<file path="src/rtl/pipe_ctrl_pkg.sv">
// Shared types and constants for the 5-stage pipeline sequencer (pipe_hazard_ctrl).
package pipe_ctrl_pkg;

  typedef enum logic [1:0] {
    INIT  = 2'd0,
    RUN   = 2'd1,
    DRAIN = 2'd2,
    HALT  = 2'd3
  } state_t;

  localparam logic [1:0] PC_SEL_SEQ = 2'd0;
  localparam logic [1:0] PC_SEL_BR  = 2'd1;
  localparam logic [1:0] PC_SEL_JMP = 2'd2;

  localparam logic [5:0] NOP_OPCODE = 6'd0;
  localparam logic [4:0] REG_ZERO   = 5'd0;

  // Sizes the shared down-counter so it can hold the largest cycle parameter.
  function automatic int maxOf3(input int a, input int b, input int c);
    int m;
    m = (a > b) ? a : b;
    return (m > c) ? m : c;
  endfunction

endpackage

</file>
<file path="src/rtl/pipe_hazard_ctrl_if.sv">
// Handshake bundle between the datapath (master) and the pipeline sequencer (slave).
interface pipe_hazard_ctrl_if;
  logic [4:0]  id_rs;
  logic [4:0]  id_rt;
  logic        id_uses_rt;
  logic        id_halt;
  logic        ex_memread;
  logic [4:0]  ex_wreg;
  logic        mem_branch;
  logic        mem_zf;
  logic        mem_jump;
  logic        mem_busy;
  logic        resume;

  logic        pc_we;
  logic        ifid_we;
  logic        idex_we;
  logic        exmem_we;
  logic        memwb_we;
  logic        ifid_flush;
  logic        idex_flush;
  logic        exmem_flush;
  logic [1:0]  pc_sel;
  logic        halted;
  logic        err_timeout;
  logic [31:0] stall_cnt;
  logic [31:0] flush_cnt;

  modport master (
    output id_rs, id_rt, id_uses_rt, id_halt, ex_memread, ex_wreg,
           mem_branch, mem_zf, mem_jump, mem_busy, resume,
    input  pc_we, ifid_we, idex_we, exmem_we, memwb_we,
           ifid_flush, idex_flush, exmem_flush, pc_sel, halted, err_timeout,
           stall_cnt, flush_cnt
  );

  modport slave (
    input  id_rs, id_rt, id_uses_rt, id_halt, ex_memread, ex_wreg,
           mem_branch, mem_zf, mem_jump, mem_busy, resume,
    output pc_we, ifid_we, idex_we, exmem_we, memwb_we,
           ifid_flush, idex_flush, exmem_flush, pc_sel, halted, err_timeout,
           stall_cnt, flush_cnt
  );
endinterface

</file>
<file path="src/rtl/pipe_hazard_ctrl_hazard_detect.sv">
// Load-use compare: a load in EX whose destination is read by the instruction in ID.
module hazard_detect
  import pipe_ctrl_pkg::*;
(
  input  logic [4:0] id_rs,
  input  logic [4:0] id_rt,
  input  logic       id_uses_rt,
  input  logic       ex_memread,
  input  logic [4:0] ex_wreg,
  output logic       lu_hit
);

  // $zero is never a real dependency, so a load targeting it must not stall.
  assign lu_hit = ex_memread && (ex_wreg != REG_ZERO) &&
                  ((ex_wreg == id_rs) || (id_uses_rt && (ex_wreg == id_rt)));

endmodule

</file>
<file path="src/rtl/pipe_hazard_ctrl.sv">
// Pipeline sequencer: init, load-use stalls, MEM-stage redirects, memory freezes, halt/drain/resume.
// Optional performance counters are built only when PIPE_CTRL_PERF_EN is defined.
module pipe_hazard_ctrl
  import pipe_ctrl_pkg::*;
#(
  parameter int INIT_CYCLES  = 4,
  parameter int DRAIN_CYCLES = 3,
  parameter int WAIT_MAX     = 15
) (
  input  logic              clk,
  input  logic              rst_n,
  pipe_hazard_ctrl_if.slave ctrl
);

  localparam int CNT_W = $clog2(maxOf3(INIT_CYCLES, DRAIN_CYCLES, WAIT_MAX) + 1);

  state_t           state;
  logic [CNT_W-1:0] cnt;
  logic [CNT_W-1:0] busyCnt;
  logic [CNT_W-1:0] busyNext;
  logic             errReg;
  logic             luHit;
  logic             redirect;
  logic             freeze;

  logic             pcWe, ifidWe, idexWe, exmemWe, memwbWe;
  logic             ifidFlush, idexFlush, exmemFlush;
  logic [1:0]       pcSel;

  hazard_detect uHazard (
    .id_rs      (ctrl.id_rs),
    .id_rt      (ctrl.id_rt),
    .id_uses_rt (ctrl.id_uses_rt),
    .ex_memread (ctrl.ex_memread),
    .ex_wreg    (ctrl.ex_wreg),
    .lu_hit     (luHit)
  );

  assign redirect = (ctrl.mem_branch && ctrl.mem_zf) || ctrl.mem_jump;
  assign freeze   = ctrl.mem_busy && (state != INIT);

  // A redirect in RUN or DRAIN kills every younger instruction, so it outranks halt and load-use.
  always_comb begin
    pcWe       = 1'b1;
    ifidWe     = 1'b1;
    idexWe     = 1'b1;
    exmemWe    = 1'b1;
    memwbWe    = 1'b1;
    ifidFlush  = 1'b0;
    idexFlush  = 1'b0;
    exmemFlush = 1'b0;
    pcSel      = PC_SEL_SEQ;
    if (freeze) begin
      pcWe    = 1'b0;
      ifidWe  = 1'b0;
      idexWe  = 1'b0;
      exmemWe = 1'b0;
      memwbWe = 1'b0;
    end else if (((state == RUN) || (state == DRAIN)) && redirect) begin
      pcSel      = ctrl.mem_jump ? PC_SEL_JMP : PC_SEL_BR;
      ifidFlush  = 1'b1;
      idexFlush  = 1'b1;
      exmemFlush = 1'b1;
    end else begin
      unique case (state)
        INIT: begin
          pcWe       = 1'b0;
          ifidFlush  = 1'b1;
          idexFlush  = 1'b1;
          exmemFlush = 1'b1;
        end
        RUN: begin
          if (ctrl.id_halt || luHit) begin
            pcWe      = 1'b0;
            ifidWe    = 1'b0;
            idexFlush = 1'b1;
          end
        end
        DRAIN: begin
          pcWe      = 1'b0;
          ifidWe    = 1'b0;
          idexFlush = 1'b1;
        end
        HALT: begin
          pcWe    = ctrl.resume;
          ifidWe  = 1'b0;
          idexWe  = 1'b0;
          exmemWe = 1'b0;
          memwbWe = 1'b0;
          ifidFlush = ctrl.resume;
        end
        default: ;
      endcase
    end
  end

  assign ctrl.pc_we       = pcWe;
  assign ctrl.ifid_we     = ifidWe;
  assign ctrl.idex_we     = idexWe;
  assign ctrl.exmem_we    = exmemWe;
  assign ctrl.memwb_we    = memwbWe;
  assign ctrl.ifid_flush  = ifidFlush;
  assign ctrl.idex_flush  = idexFlush;
  assign ctrl.exmem_flush = exmemFlush;
  assign ctrl.pc_sel      = pcSel;
  assign ctrl.halted      = (state == HALT);

  // State and the shared down-counter hold still while the data memory is busy.
  always_ff @(posedge clk or negedge rst_n) begin
    if (!rst_n) begin
      state <= INIT;
      cnt   <= CNT_W'(INIT_CYCLES - 1);
    end else if (!freeze) begin
      unique case (state)
        INIT: begin
          if (cnt == '0) state <= RUN;
          else           cnt   <= cnt - 1'b1;
        end
        RUN: begin
          if (!redirect && ctrl.id_halt) begin
            cnt   <= CNT_W'(DRAIN_CYCLES - 1);
            state <= DRAIN;
          end
        end
        DRAIN: begin
          if (redirect)        state <= RUN;
          else if (cnt == '0)  state <= HALT;
          else                 cnt   <= cnt - 1'b1;
        end
        HALT: begin
          if (ctrl.resume) state <= RUN;
        end
        default: state <= INIT;
      endcase
    end
  end

  // The busy cycle that brings the count to WAIT_MAX already reports the timeout.
  always_comb begin
    busyNext = '0;
    if (freeze) begin
      busyNext = (busyCnt == CNT_W'(WAIT_MAX)) ? busyCnt : busyCnt + 1'b1;
    end
  end

  always_ff @(posedge clk or negedge rst_n) begin
    if (!rst_n) begin
      busyCnt <= '0;
      errReg  <= 1'b0;
    end else begin
      busyCnt <= busyNext;
      if (busyNext == CNT_W'(WAIT_MAX)) errReg <= 1'b1;
    end
  end

  assign ctrl.err_timeout = errReg || (busyNext == CNT_W'(WAIT_MAX));

`ifdef PIPE_CTRL_PERF_EN
  logic [31:0] stallCnt;
  logic [31:0] flushCnt;
  logic        stallEvent;
  logic        flushEvent;

  assign stallEvent = freeze ||
                      ((state == RUN) && !redirect && !ctrl.id_halt && luHit);
  assign flushEvent = !freeze && redirect && ((state == RUN) || (state == DRAIN));

  // Free-running counters wrap naturally at 2^32.
  always_ff @(posedge clk or negedge rst_n) begin
    if (!rst_n) begin
      stallCnt <= '0;
      flushCnt <= '0;
    end else begin
      if (stallEvent) stallCnt <= stallCnt + 32'd1;
      if (flushEvent) flushCnt <= flushCnt + 32'd1;
    end
  end

  assign ctrl.stall_cnt = stallCnt;
  assign ctrl.flush_cnt = flushCnt;
`else
  assign ctrl.stall_cnt = '0;
  assign ctrl.flush_cnt = '0;
`endif

endmodule

</file>
<file path="src/flat_wrapper.sv">
// flat-port wrapper written by rule: the top's interface ports become plain ports
module pipe_hazard_ctrl_flat import pipe_ctrl_pkg::*;
#(
  parameter int INIT_CYCLES  = 4,
  parameter int DRAIN_CYCLES = 3,
  parameter int WAIT_MAX     = 15
)
  (clk, rst_n, ctrl_id_rs, ctrl_id_rt, ctrl_id_uses_rt, ctrl_id_halt, ctrl_ex_memread, ctrl_ex_wreg, ctrl_mem_branch, ctrl_mem_zf, ctrl_mem_jump, ctrl_mem_busy, ctrl_resume, ctrl_pc_we, ctrl_ifid_we, ctrl_idex_we, ctrl_exmem_we, ctrl_memwb_we, ctrl_ifid_flush, ctrl_idex_flush, ctrl_exmem_flush, ctrl_pc_sel, ctrl_halted, ctrl_err_timeout, ctrl_stall_cnt, ctrl_flush_cnt);
  pipe_hazard_ctrl_if ctrl_i ();
  input  logic clk;
  input  logic rst_n;
  input wire logic [$bits(ctrl_i.id_rs)-1:0] ctrl_id_rs;
  input wire logic [$bits(ctrl_i.id_rt)-1:0] ctrl_id_rt;
  input wire logic [$bits(ctrl_i.id_uses_rt)-1:0] ctrl_id_uses_rt;
  input wire logic [$bits(ctrl_i.id_halt)-1:0] ctrl_id_halt;
  input wire logic [$bits(ctrl_i.ex_memread)-1:0] ctrl_ex_memread;
  input wire logic [$bits(ctrl_i.ex_wreg)-1:0] ctrl_ex_wreg;
  input wire logic [$bits(ctrl_i.mem_branch)-1:0] ctrl_mem_branch;
  input wire logic [$bits(ctrl_i.mem_zf)-1:0] ctrl_mem_zf;
  input wire logic [$bits(ctrl_i.mem_jump)-1:0] ctrl_mem_jump;
  input wire logic [$bits(ctrl_i.mem_busy)-1:0] ctrl_mem_busy;
  input wire logic [$bits(ctrl_i.resume)-1:0] ctrl_resume;
  output wire logic [$bits(ctrl_i.pc_we)-1:0] ctrl_pc_we;
  output wire logic [$bits(ctrl_i.ifid_we)-1:0] ctrl_ifid_we;
  output wire logic [$bits(ctrl_i.idex_we)-1:0] ctrl_idex_we;
  output wire logic [$bits(ctrl_i.exmem_we)-1:0] ctrl_exmem_we;
  output wire logic [$bits(ctrl_i.memwb_we)-1:0] ctrl_memwb_we;
  output wire logic [$bits(ctrl_i.ifid_flush)-1:0] ctrl_ifid_flush;
  output wire logic [$bits(ctrl_i.idex_flush)-1:0] ctrl_idex_flush;
  output wire logic [$bits(ctrl_i.exmem_flush)-1:0] ctrl_exmem_flush;
  output wire logic [$bits(ctrl_i.pc_sel)-1:0] ctrl_pc_sel;
  output wire logic [$bits(ctrl_i.halted)-1:0] ctrl_halted;
  output wire logic [$bits(ctrl_i.err_timeout)-1:0] ctrl_err_timeout;
  output wire logic [$bits(ctrl_i.stall_cnt)-1:0] ctrl_stall_cnt;
  output wire logic [$bits(ctrl_i.flush_cnt)-1:0] ctrl_flush_cnt;
  assign ctrl_i.id_rs = ctrl_id_rs;
  assign ctrl_i.id_rt = ctrl_id_rt;
  assign ctrl_i.id_uses_rt = ctrl_id_uses_rt;
  assign ctrl_i.id_halt = ctrl_id_halt;
  assign ctrl_i.ex_memread = ctrl_ex_memread;
  assign ctrl_i.ex_wreg = ctrl_ex_wreg;
  assign ctrl_i.mem_branch = ctrl_mem_branch;
  assign ctrl_i.mem_zf = ctrl_mem_zf;
  assign ctrl_i.mem_jump = ctrl_mem_jump;
  assign ctrl_i.mem_busy = ctrl_mem_busy;
  assign ctrl_i.resume = ctrl_resume;
  assign ctrl_pc_we = ctrl_i.pc_we;
  assign ctrl_ifid_we = ctrl_i.ifid_we;
  assign ctrl_idex_we = ctrl_i.idex_we;
  assign ctrl_exmem_we = ctrl_i.exmem_we;
  assign ctrl_memwb_we = ctrl_i.memwb_we;
  assign ctrl_ifid_flush = ctrl_i.ifid_flush;
  assign ctrl_idex_flush = ctrl_i.idex_flush;
  assign ctrl_exmem_flush = ctrl_i.exmem_flush;
  assign ctrl_pc_sel = ctrl_i.pc_sel;
  assign ctrl_halted = ctrl_i.halted;
  assign ctrl_err_timeout = ctrl_i.err_timeout;
  assign ctrl_stall_cnt = ctrl_i.stall_cnt;
  assign ctrl_flush_cnt = ctrl_i.flush_cnt;
  pipe_hazard_ctrl #(.INIT_CYCLES(INIT_CYCLES), .DRAIN_CYCLES(DRAIN_CYCLES), .WAIT_MAX(WAIT_MAX)) u_core (.clk(clk), .rst_n(rst_n), .ctrl(ctrl_i));
endmodule
</file>
<file path="config.mk">
export PLATFORM = sky130hd
export DESIGN_NAME = pipe_hazard_ctrl_flat
export DESIGN_NICKNAME = d
export VERILOG_FILES = /design/src/rtl/pipe_ctrl_pkg.sv /design/src/rtl/pipe_hazard_ctrl_if.sv /design/src/rtl/pipe_hazard_ctrl_hazard_detect.sv /design/src/rtl/pipe_hazard_ctrl.sv /design/src/flat_wrapper.sv
export SDC_FILE = /design/constraint.sdc
export NUM_CORES = 1
export LEC_CHECK = 0
export BUFFER_PORTS_ARGS = -buffer_cell sky130_fd_sc_hd__buf_2
export CAP_MARGIN = 5
export CORE_ASPECT_RATIO = 0.9
export CORE_MARGIN = 2
export CORE_UTILIZATION = 42
export CTS_CLUSTER_DIAMETER = 80
export DETAILED_ROUTE_END_ITERATION = 8
export MAX_ROUTING_LAYER = met4
export PLACE_DENSITY = 0.87
export SYNTH_ARGS = -nofsm -noshare
export SYNTH_HDL_FRONTEND = slang
export SYNTH_SLANG_ARGS = --single-unit
</file>
<file path="constraint.sdc">
create_clock -name clk -period 2.6 [get_ports clk]
set_clock_uncertainty 0.2 [all_clocks]
set_input_delay 0.39 -clock clk [delete_from_list [all_inputs] [get_ports clk]]
set_output_delay 0.39 -clock clk [all_outputs]
set_load 0.01 [all_outputs]
</file>
## Word-level counts from Yosys, hierarchy flattened

Cells that the tools add are included.

| storage, ports and cells | value |
|---|---|
| flip-flop bits (word level) | 11 |
| input bits | 25 |
| output and inout bits | 76 |
| word-level logic and storage cells | 76 |

| operators by class | value |
|---|---|
| add/subtract/negate cells | 2 |
| equality and inequality tests | 12 |
| mux-type cells | 35 |
| bitwise logic cells | 1 |
| reductions and logical operators | 22 |

Operator list:

| kind | count |
|---|---|
| $mux 4 | 5 |
| $mux 1 | 16 |
| $mux 2 | 8 |
| $pmux 4 s3 | 1 |
| $eq 5x5->1 | 2 |
| $eq 4x4->1 const B | 2 |
| $pmux 2 s4 | 1 |
| $logic_and 1x1->1 | 7 |
| $ne 2x2->1 const B | 3 |
| $pmux 1 s2 | 3 |
| $logic_or 1x1->1 | 5 |
| $reduce_and 5->1 | 1 |
| $reduce_bool 5->1 | 1 |
| $add 4x1->4 const B | 1 |
| $eq 2x2->1 const B | 2 |
| $logic_not 4->1 | 1 |
| $reduce_and 4->1 | 1 |
| $reduce_or 2->1 | 2 |
| $sub 4x1->4 const B | 1 |
| $ne 3x2->1 const B | 1 |
| $pmux 1 s3 | 1 |
| $reduce_bool 3->1 | 1 |
| $eq 2x1->1 const B | 1 |
| $logic_not 2->1 | 1 |
| 4 further kinds | 4 |

## Depth between registers and ports, before layout

Gate-level depths: netlist of run 1.

| logic depth | value |
|---|---|
| depth in word-level cells | 9 |
| mapped depth | 7 |
| gate-level depth less buffers | 7 |

## Cells and area by module

A second synthesis of run 1 with hierarchy kept.

| unflattened totals | value |
|---|---|
| cells, all modules | 180 |
| area, all modules | 1455.1 sq um |

Modules (own cells, without submodules):

| module | instances | cells each | area an instance (sq um) | sequential area each (sq um) |
|---|---|---|---|---|
| pipe_hazard_ctrl | 1 | 163 | 1322.5 | 277.8 |
| hazard_detect | 1 | 17 | 132.6 | 0.0 |

## Worst setup path after synthesis of run 1

Ideal clock, no wire load.

| timing | value |
|---|---|
| path kind | reg2out |
| start | register u_core.state[0] |
| end | output port ctrl_idex_flush |
| data arrival time | 1472 ps |
| required time | 2010 ps |
| slack | 538 ps |
| stages on the path, launching flop included | 8 |
| path buffers | 0 |
| cells stage by stage | dfrtp_1 inv_1 ha_1 nor2b_1 nor2_1 nand2_1 or3_1 nand4_1 |

| on the way | value |
|---|---|
| word-level cells in the longest chain between the ends | 5 |
| elaborated cells between the ends (all ways) | 11 |
| classes of those cells | eq/ne: 2; mux: 3; reduce/logical: 6 |

RTL lines:

| what | RTL line | source |
|---|---|---|
| from (decl) | pipe_hazard_ctrl.sv:17 | `state_t state;` |
| from (signal assigned) | pipe_hazard_ctrl.sv:111 | `state <= INIT;` |
| from (signal assigned) | pipe_hazard_ctrl.sv:116 | `if (cnt == '0) state <= RUN;` |
| from (signal assigned) | pipe_hazard_ctrl.sv:122 | `state <= DRAIN;` |
| $eq 2x2->1 (tied with other cells) | pipe_hazard_ctrl.sv:59, pipe_hazard_ctrl.sv:65 |  |
| $reduce_or 2->1 (no line) / $logic_or 1x1->1 (equally long branches) | - |  |
| $pmux 1 s2 / $logic_and 1x1->1 (equally long branches) | pipe_hazard_ctrl.sv:65, pipe_hazard_ctrl.sv:59 |  |
| $mux 1 | pipe_hazard_ctrl.sv:59 | `end else if (((state == RUN) \|\| (state == DRAIN)) && redirect) begin` |
| $mux 1 * | pipe_hazard_ctrl.sv:53 | `if (freeze) begin` |
| to (decl) | flat_wrapper.sv:29 | `output wire logic [$bits(ctrl_i.idex_flush)-1:0] ctrl_idex_flush;` |

Every way passes the cells marked *; elsewhere a longest branch is shown, timed or not.

## Worst setup path in the final report of run 1

| timing | value |
|---|---|
| start | register u_core.state[1] |
| end | output port ctrl_idex_flush |

Same word-level chain as after synthesis.

==> results.sh, run 1 <==
export IMPL_via_per_inst=4.31
export IMPL_clock_sinks=11
export IMPL_htreeDepth=1
export IMPL_pwr_share_clk_pct=14.5
export IMPL_grt_pass1_vias=849
export IMPL_synth_seq_cells=11
export IMPL_layout_drive_gt1_share_pct=22.7
export IMPL_syn_to_final_growth_pct=3.36
export IMPL_netlist_area_sq_um=1450
export IMPL_p_total_mw=1.21
export IMPL_setup_violations_final=0
export IMPL_dr_pass1_iters=4
export IMPL_slew_violations=0
export IMPL_rsz0062_at_grt="no"
export IMPL_first_iter_violations=21
export IMPL_grt_max_degree=13
export IMPL_hold_viol=0
export IMPL_drc=0
export IMPL_syn_avg_cell_area_sq_um=8.03
export IMPL_dieArea_sq_um=3950
export IMPL_peakVddDrop_mv=0.340
export IMPL_antenna_found_initial=0
export IMPL_powerDensity_nw_per_um2=808
export IMPL_synth_edf_count=0
export IMPL_p_int_uw=646
export IMPL_critPathArrivalTime_ns=1.89
export IMPL_synthArstFlopShare_pct=100
export IMPL_io_pins=101
export IMPL_p_seq_share_pct=25.0
export IMPL_power_switching_uw=567
export IMPL_rows=20
export IMPL_nets=255
export IMPL_gp_congestion=0.798
export IMPL_grtUsageTotal_pct=12.5
export IMPL_period_minus_slack_ns=2.48
export IMPL_diodes=0
export IMPL_crit_path_max_fanout=6
export IMPL_grt_pass1_wl_mm=3.73
export IMPL_synth_cell_type_count=38
export IMPL_crit_path_start_kind="flip-flop"
export IMPL_ys_flop_type="dfrtp_1"
export IMPL_setup_tns_ns=0
export IMPL_final_util_pct=44.8
export IMPL_clkTransAtPathRegs_ns=0.05
export IMPL_status="finished clean"
export IMPL_port_buffer_count=36
export IMPL_cts_tree="done"
export IMPL_cts_buffers=3
export IMPL_fin_crit_sh_pct=95.5
export IMPL_final_common_cell="conb_1"
export IMPL_slowest_stage="dfrtp_1"
export IMPL_initial_core_util_pct=43.3
export IMPL_combinationalPowerShare_pct=60.4
export IMPL_die_height_um=59.8
export IMPL_die_w_um=66.0
export IMPL_place_ws_ns=0.288
export IMPL_wl_per_cell_um=9.92
export IMPL_synth_cells=181
export IMPL_swShare_pct=46.7
export IMPL_layout_setup_ws_ns=0.117
export IMPL_grt_overflow_total=0
export IMPL_fmax_mhz=403
export IMPL_wl_mm=2.62
export IMPL_clk_latency_ns=0.24
export IMPL_clock_path_buffers=2
export IMPL_post_dp_hpwl_mm=2.16
export IMPL_max_stage_delay_ns=0.42
export IMPL_hp_class="flip-flop to flip-flop"
export IMPL_maxCapViolations=0
export IMPL_layout_common_cells="conb_1 (64), buf_2 (36), nor2_1 (10)"
export IMPL_detail_route_antenna_nets=0
export IMPL_via_count=1139
export IMPL_path_cells="inv_1 > ha_2 > nor2b_1 > nor2_2 > nand2_1 > or3_1 > nand4_1 > buf_2"
export IMPL_power_leakage_nw=0.834
export IMPL_end_kind="output pin"
export IMPL_nFillCells=348
export IMPL_crit_type="flip-flop to output pin"
export IMPL_ys_warn_count=0
export IMPL_cp_required_ns=2.01
export IMPL_core_sq_um=3350
export IMPL_root_buffer="clkbuf_8"
export IMPL_synth_seq_area_share_pct=19.1
-- state kept, by name, indices dropped and copies added, names as in the netlist --
| register | flops |
|---|---|
| u_core.busyCnt | 4 |
| u_core.state | 2 |
| u_core.errReg | 1 |
| u_core.cnt | 4 |
-- Yosys cell counts, types with 2 or more instances --
master | n | area share, %
nand2b_1 | 3 | 1.3
and3_1 | 2 | 0.86
dfrtp_1 | 9 | 16
a21oi_1 | 7 | 2.4
a211oi_1 | 2 | 1.0
or3_1 | 2 | 0.86
ha_1 | 9 | 7.8
dfstp_2 | 2 | 3.6
nand2_1 | 8 | 2.1
a21o_1 | 3 | 1.6
a31oi_1 | 3 | 1.3
inv_1 | 6 | 1.6
o21ai_0 | 7 | 2.4
nor3_1 | 3 | 1.0
nand3_1 | 4 | 1.4
xor2_1 | 9 | 5.4
o21ai_1 | 2 | 0.69
a31o_2 | 2 | 1.2
nor2b_1 | 3 | 1.3
nor2_1 | 11 | 2.8
xnor2_1 | 2 | 1.2
buf_4 | 66 | 34
-- power by group through the flow --
| stage | clock (mW) | sequential, mW | combinational (mW) |
|---|---|---|---|
| after floorplan | 0 | 0.291 | 0.590 |
| after global placement | 0 | 0.299 | 0.691 |
| after detailed placement | 0 | 0.305 | 0.703 |
| after CTS | 0.178 | 0.302 | 0.710 |
| after global routing | 0.187 | 0.315 | 0.819 |
| final | 0.177 | 0.304 | 0.733 |
-- logic make-up after synthesis --
kind of cell | share of synthesized area, %
other | 0.258
xor gates and xnor gates | 6.63
AOI/OAI and AO/OA | 14.0
DFF | 19.1
buffers and inverters | 36.0
and+or+nand+nor | 15.5
muxes | 0.689
adders and majority gates | 7.75
-- repair_timing --
| item | CTS | global route |
|---|---|---|
| gates resized for setup | 0 | 3 |
| endpoints found under the setup margin | 0 | 1 |
| hold endpoints to repair | 9 | 0 |
| buffers inserted | 0 | 2 |
| hold buffers | 1 | 0 |
-- cell type report --
type | count | area (sq um) | share of cell area [%]
well taps | 44 | 55.1 | 3.67
clock buffers | 3 | 41.3 | 2.75
repair buffers | 39 | 205 | 13.7
clock inverters | 1 | 5.00 | 0.333
inverters | 6 | 22.5 | 1.50
flip-flops and latches | 11 | 279 | 18.6
multi-input cells | 160 | 893 | 59.5
-- metal layers --
layer / GRT usage (%) / share of wire (%) / vias up
li1: - / - / 560
met1: 15.7 / 41 / 525
met2: 21.5 / 51 / 52
met3: 1.13 / 6.7 / 2
met4: 3.50 / 0.80 / 0
met5: - / 0 / -
-- stage by stage --
| stage | instance area, sq um | instances | hold slack, ns |
|---|---|---|---|
| 3_3_place_gp | 1420 | 257 | 0.0671 |
| 4_1_cts | 1480 | 262 | 0.276 |
| 2_1_floorplan | 1690 | 244 | -0.106 |
| 3_5_place_dp | 1420 | 257 | 0.0723 |
| 6_report | 1500 | 264 | 0.273 |
| 5_1_grt | 1500 | 264 | 0.293 |
-- worst max-delay path, delay by kind of cell (launching register included) --
kind / cells / cell delay, ns
flops: 1 / 0.42
simple gates: 5 / 0.74
fa+ha+maj: 1 / 0.23
buf+inv: 2 / 0.25
-- worst paths after layout --
check / depth (start not counted) / slack (ns) / from / end
min: 1 / 0.27 / u_core.errReg / u_core.errReg
max in group asynchronous: 2 / 1.59 / rst_n / u_core.cnt[1]
min in group asynchronous: 2 / 0.35 / rst_n / u_core.busyCnt[0]
max reg2reg: 8 / 0.55 / u_core.state[1] / u_core.cnt[2]
max: 8 / 0.12 / u_core.state[1] / ctrl_idex_flush
min reg2reg: 1 / 0.27 / u_core.errReg / u_core.errReg
Note: power is estimated with default switching activity, not from simulation.
==> run 2, diff against run 1 <==
--- a/config.mk
+++ b/config.mk
@@ -7,9 +7,11 @@
 export LEC_CHECK = 0
 export BUFFER_PORTS_ARGS = -buffer_cell sky130_fd_sc_hd__buf_2
 export CAP_MARGIN = 5
+export CELL_PAD_IN_SITES_DETAIL_PLACEMENT = 0
+export CELL_PAD_IN_SITES_GLOBAL_PLACEMENT = 1
 export CORE_ASPECT_RATIO = 0.9
 export CORE_MARGIN = 2
-export CORE_UTILIZATION = 42
+export CORE_UTILIZATION = 28
 export CTS_CLUSTER_DIAMETER = 80
 export DETAILED_ROUTE_END_ITERATION = 8
 export MAX_ROUTING_LAYER = met4
==> results.sh, run 2 (synthesized netlist as in run 1, its figures left out) <==
export IMPL_antenna_found_initial=0
export IMPL_dr_pass1_iters=4
export IMPL_htreeDepth=1
export IMPL_via_count=1122
export IMPL_maxCapViolations=0
export IMPL_fin_crit_sh_pct=95.0
export IMPL_clock_path_buffers=2
export IMPL_worstSetupStartpoint="u_core.state[0]"
export IMPL_wl_mm=2.70
export IMPL_grt_max_degree=13
export IMPL_rows=24
export IMPL_detail_route_antenna_nets=0
export IMPL_clkTransAtPathRegs_ns=0.05
export IMPL_grt_overflow_total=0
export IMPL_clock_sinks=11
export IMPL_place_area_sq_um=1460
export IMPL_cts_buffers=3
export IMPL_hp_class="flip-flop to flip-flop"
export IMPL_crit_path_start_kind="flip-flop"
export IMPL_layout_drive_gt1_share_pct=21.5
export IMPL_root_buffer="clkbuf_8"
export IMPL_status="finished clean"
export IMPL_grt_pass1_wl_mm=4.00
export IMPL_clk_latency_ns=0.24
export IMPL_nets=254
export IMPL_swShare_pct=47.3
export IMPL_syn_to_final_growth_pct=4.39
export IMPL_crit_type="flip-flop to output pin"
export IMPL_powerDensity_nw_per_um2=788
export IMPL_min_delay_start="u_core.errReg"
export IMPL_pwr_share_clk_pct=14.2
export IMPL_end_kind="output pin"
export IMPL_fin_area_sq_um=1520
export IMPL_fmax_mhz=405
export IMPL_p_int_uw=630
export IMPL_p_total_mw=1.20
export IMPL_io_pins=101
export IMPL_multi_input_area_sq_um=891
export IMPL_setup_tns_ns=0
export IMPL_peakVddDrop_mv=0.349
export IMPL_reg2reg_from="u_core.cnt[0]"
export IMPL_critPathArrivalTime_ns=1.88
export IMPL_diodes=0
export IMPL_port_buffer_count=36
export IMPL_nFillCells=547
export IMPL_layout_common_cells="conb_1 (64), buf_2 (36), nor2_1 (10)"
export IMPL_wl_per_cell_um=9.50
export IMPL_die_height_um=72.3
export IMPL_cts_tree="done"
export IMPL_cp_required_ns=2.01
export IMPL_period_minus_slack_ns=2.47
export IMPL_timing_hold_ws_ns=0.273
export IMPL_power_switching_uw=566
export IMPL_gp_congestion=0.689
export IMPL_combinationalPowerShare_pct=60.4
export IMPL_drc=0
export IMPL_largest_registers="u_core.busyCnt: 4 flops, u_core.cnt: 4 flops, u_core.state: 2 flops"
export IMPL_core_sq_um=4920
export IMPL_initial_core_util_pct=29.5
export IMPL_grt_pass1_vias=894
export IMPL_power_leakage_nw=0.833
export IMPL_first_iter_violations=31
export IMPL_via_per_inst=3.95
export IMPL_post_dp_hpwl_mm=2.28
export IMPL_grtUsageTotal_pct=8.91
export IMPL_crit_path_max_fanout=6
export IMPL_dieArea_sq_um=5780
export IMPL_p_seq_share_pct=25.4
export IMPL_regArea_sq_um=278
export IMPL_slew_violations=0
export IMPL_setup_violations_final=0
export IMPL_final_common_cell="conb_1"
export IMPL_rsz0062_at_grt="no"
export IMPL_hold_viol=0
export IMPL_die_w_um=79.9
run 2: cell count changes in the layout (fill, tap and decap cells not counted), sizes merged:
cell  change
buf       -1
run 2: power groups by stage:
stage | Sequential, mW | Clock (mW) | Combinational [mW]
after floorplan | 0.291 | 0 | 0.590
after global placement | 0.301 | 0 | 0.714
after detailed placement | 0.305 | 0 | 0.722
after CTS | 0.303 | 0.177 | 0.728
after global routing | 0.318 | 0.185 | 0.818
final | 0.303 | 0.169 | 0.723
run 2: routing by layer:
layer	GRT usage, %	routed length (um)
met5	-	0
met1	11.7	1150
met2	13.3	1330
met4	5.08	50
met3	0.871	171
run 2: final timing paths:
check / to / slack (ns) / depth (start not counted)
setup / recovery: ctrl_idex_flush / 0.13 / 8
hold / removal: u_core.errReg / 0.27 / 1
setup reg to reg: u_core.cnt[2] / 0.68 / 7
hold reg to reg: u_core.errReg / 0.27 / 1
max in group asynchronous: u_core.cnt[0] / 1.59 / 2
min in group asynchronous: u_core.busyCnt[0] / 0.35 / 2
run 2: metrics by stage:
| stage | cells | utilization [%] | worst slack, ns |
|---|---|---|---|
| floorplan | 244 | - | 0.538 |
| global placement | 279 | 29.6 | 0.277 |
| detailed placement | 279 | 29.6 | 0.277 |
| CTS | 284 | 30.7 | 0.0566 |
| global route | 284 | 30.8 | 0.00819 |
| finish | 284 | 30.8 | 0.129 |
run 2: worst max-delay path: stages, from the launching register on:
cell and delay (ns):
dfrtp_1 0.44, inv_1 0.11, ha_1 0.24, nor2b_1 0.09
nor2_2 0.16, nand2_1 0.06, or3_1 0.31, nand4_1 0.10
buf_2 0.13
run 2: cell type report:
type	count	area share (%)
Multi-Input combinational cell	160	58.7
Clock buffer	3	2.72
Sequential cell	11	18.3
Inverter	6	1.49
Timing Repair Buffer	38	13.0
Clock inverter	1	0.330
Tap cell	65	5.36
run 2: what timing repair did:
item                                    in CTS  in global routing
endpoints found under the hold margin        9                  0
resized for setup                            0                  1
hold buffers                                 1                  0
endpoints found under the setup margin       0                  1
setup buffers                                0                  0
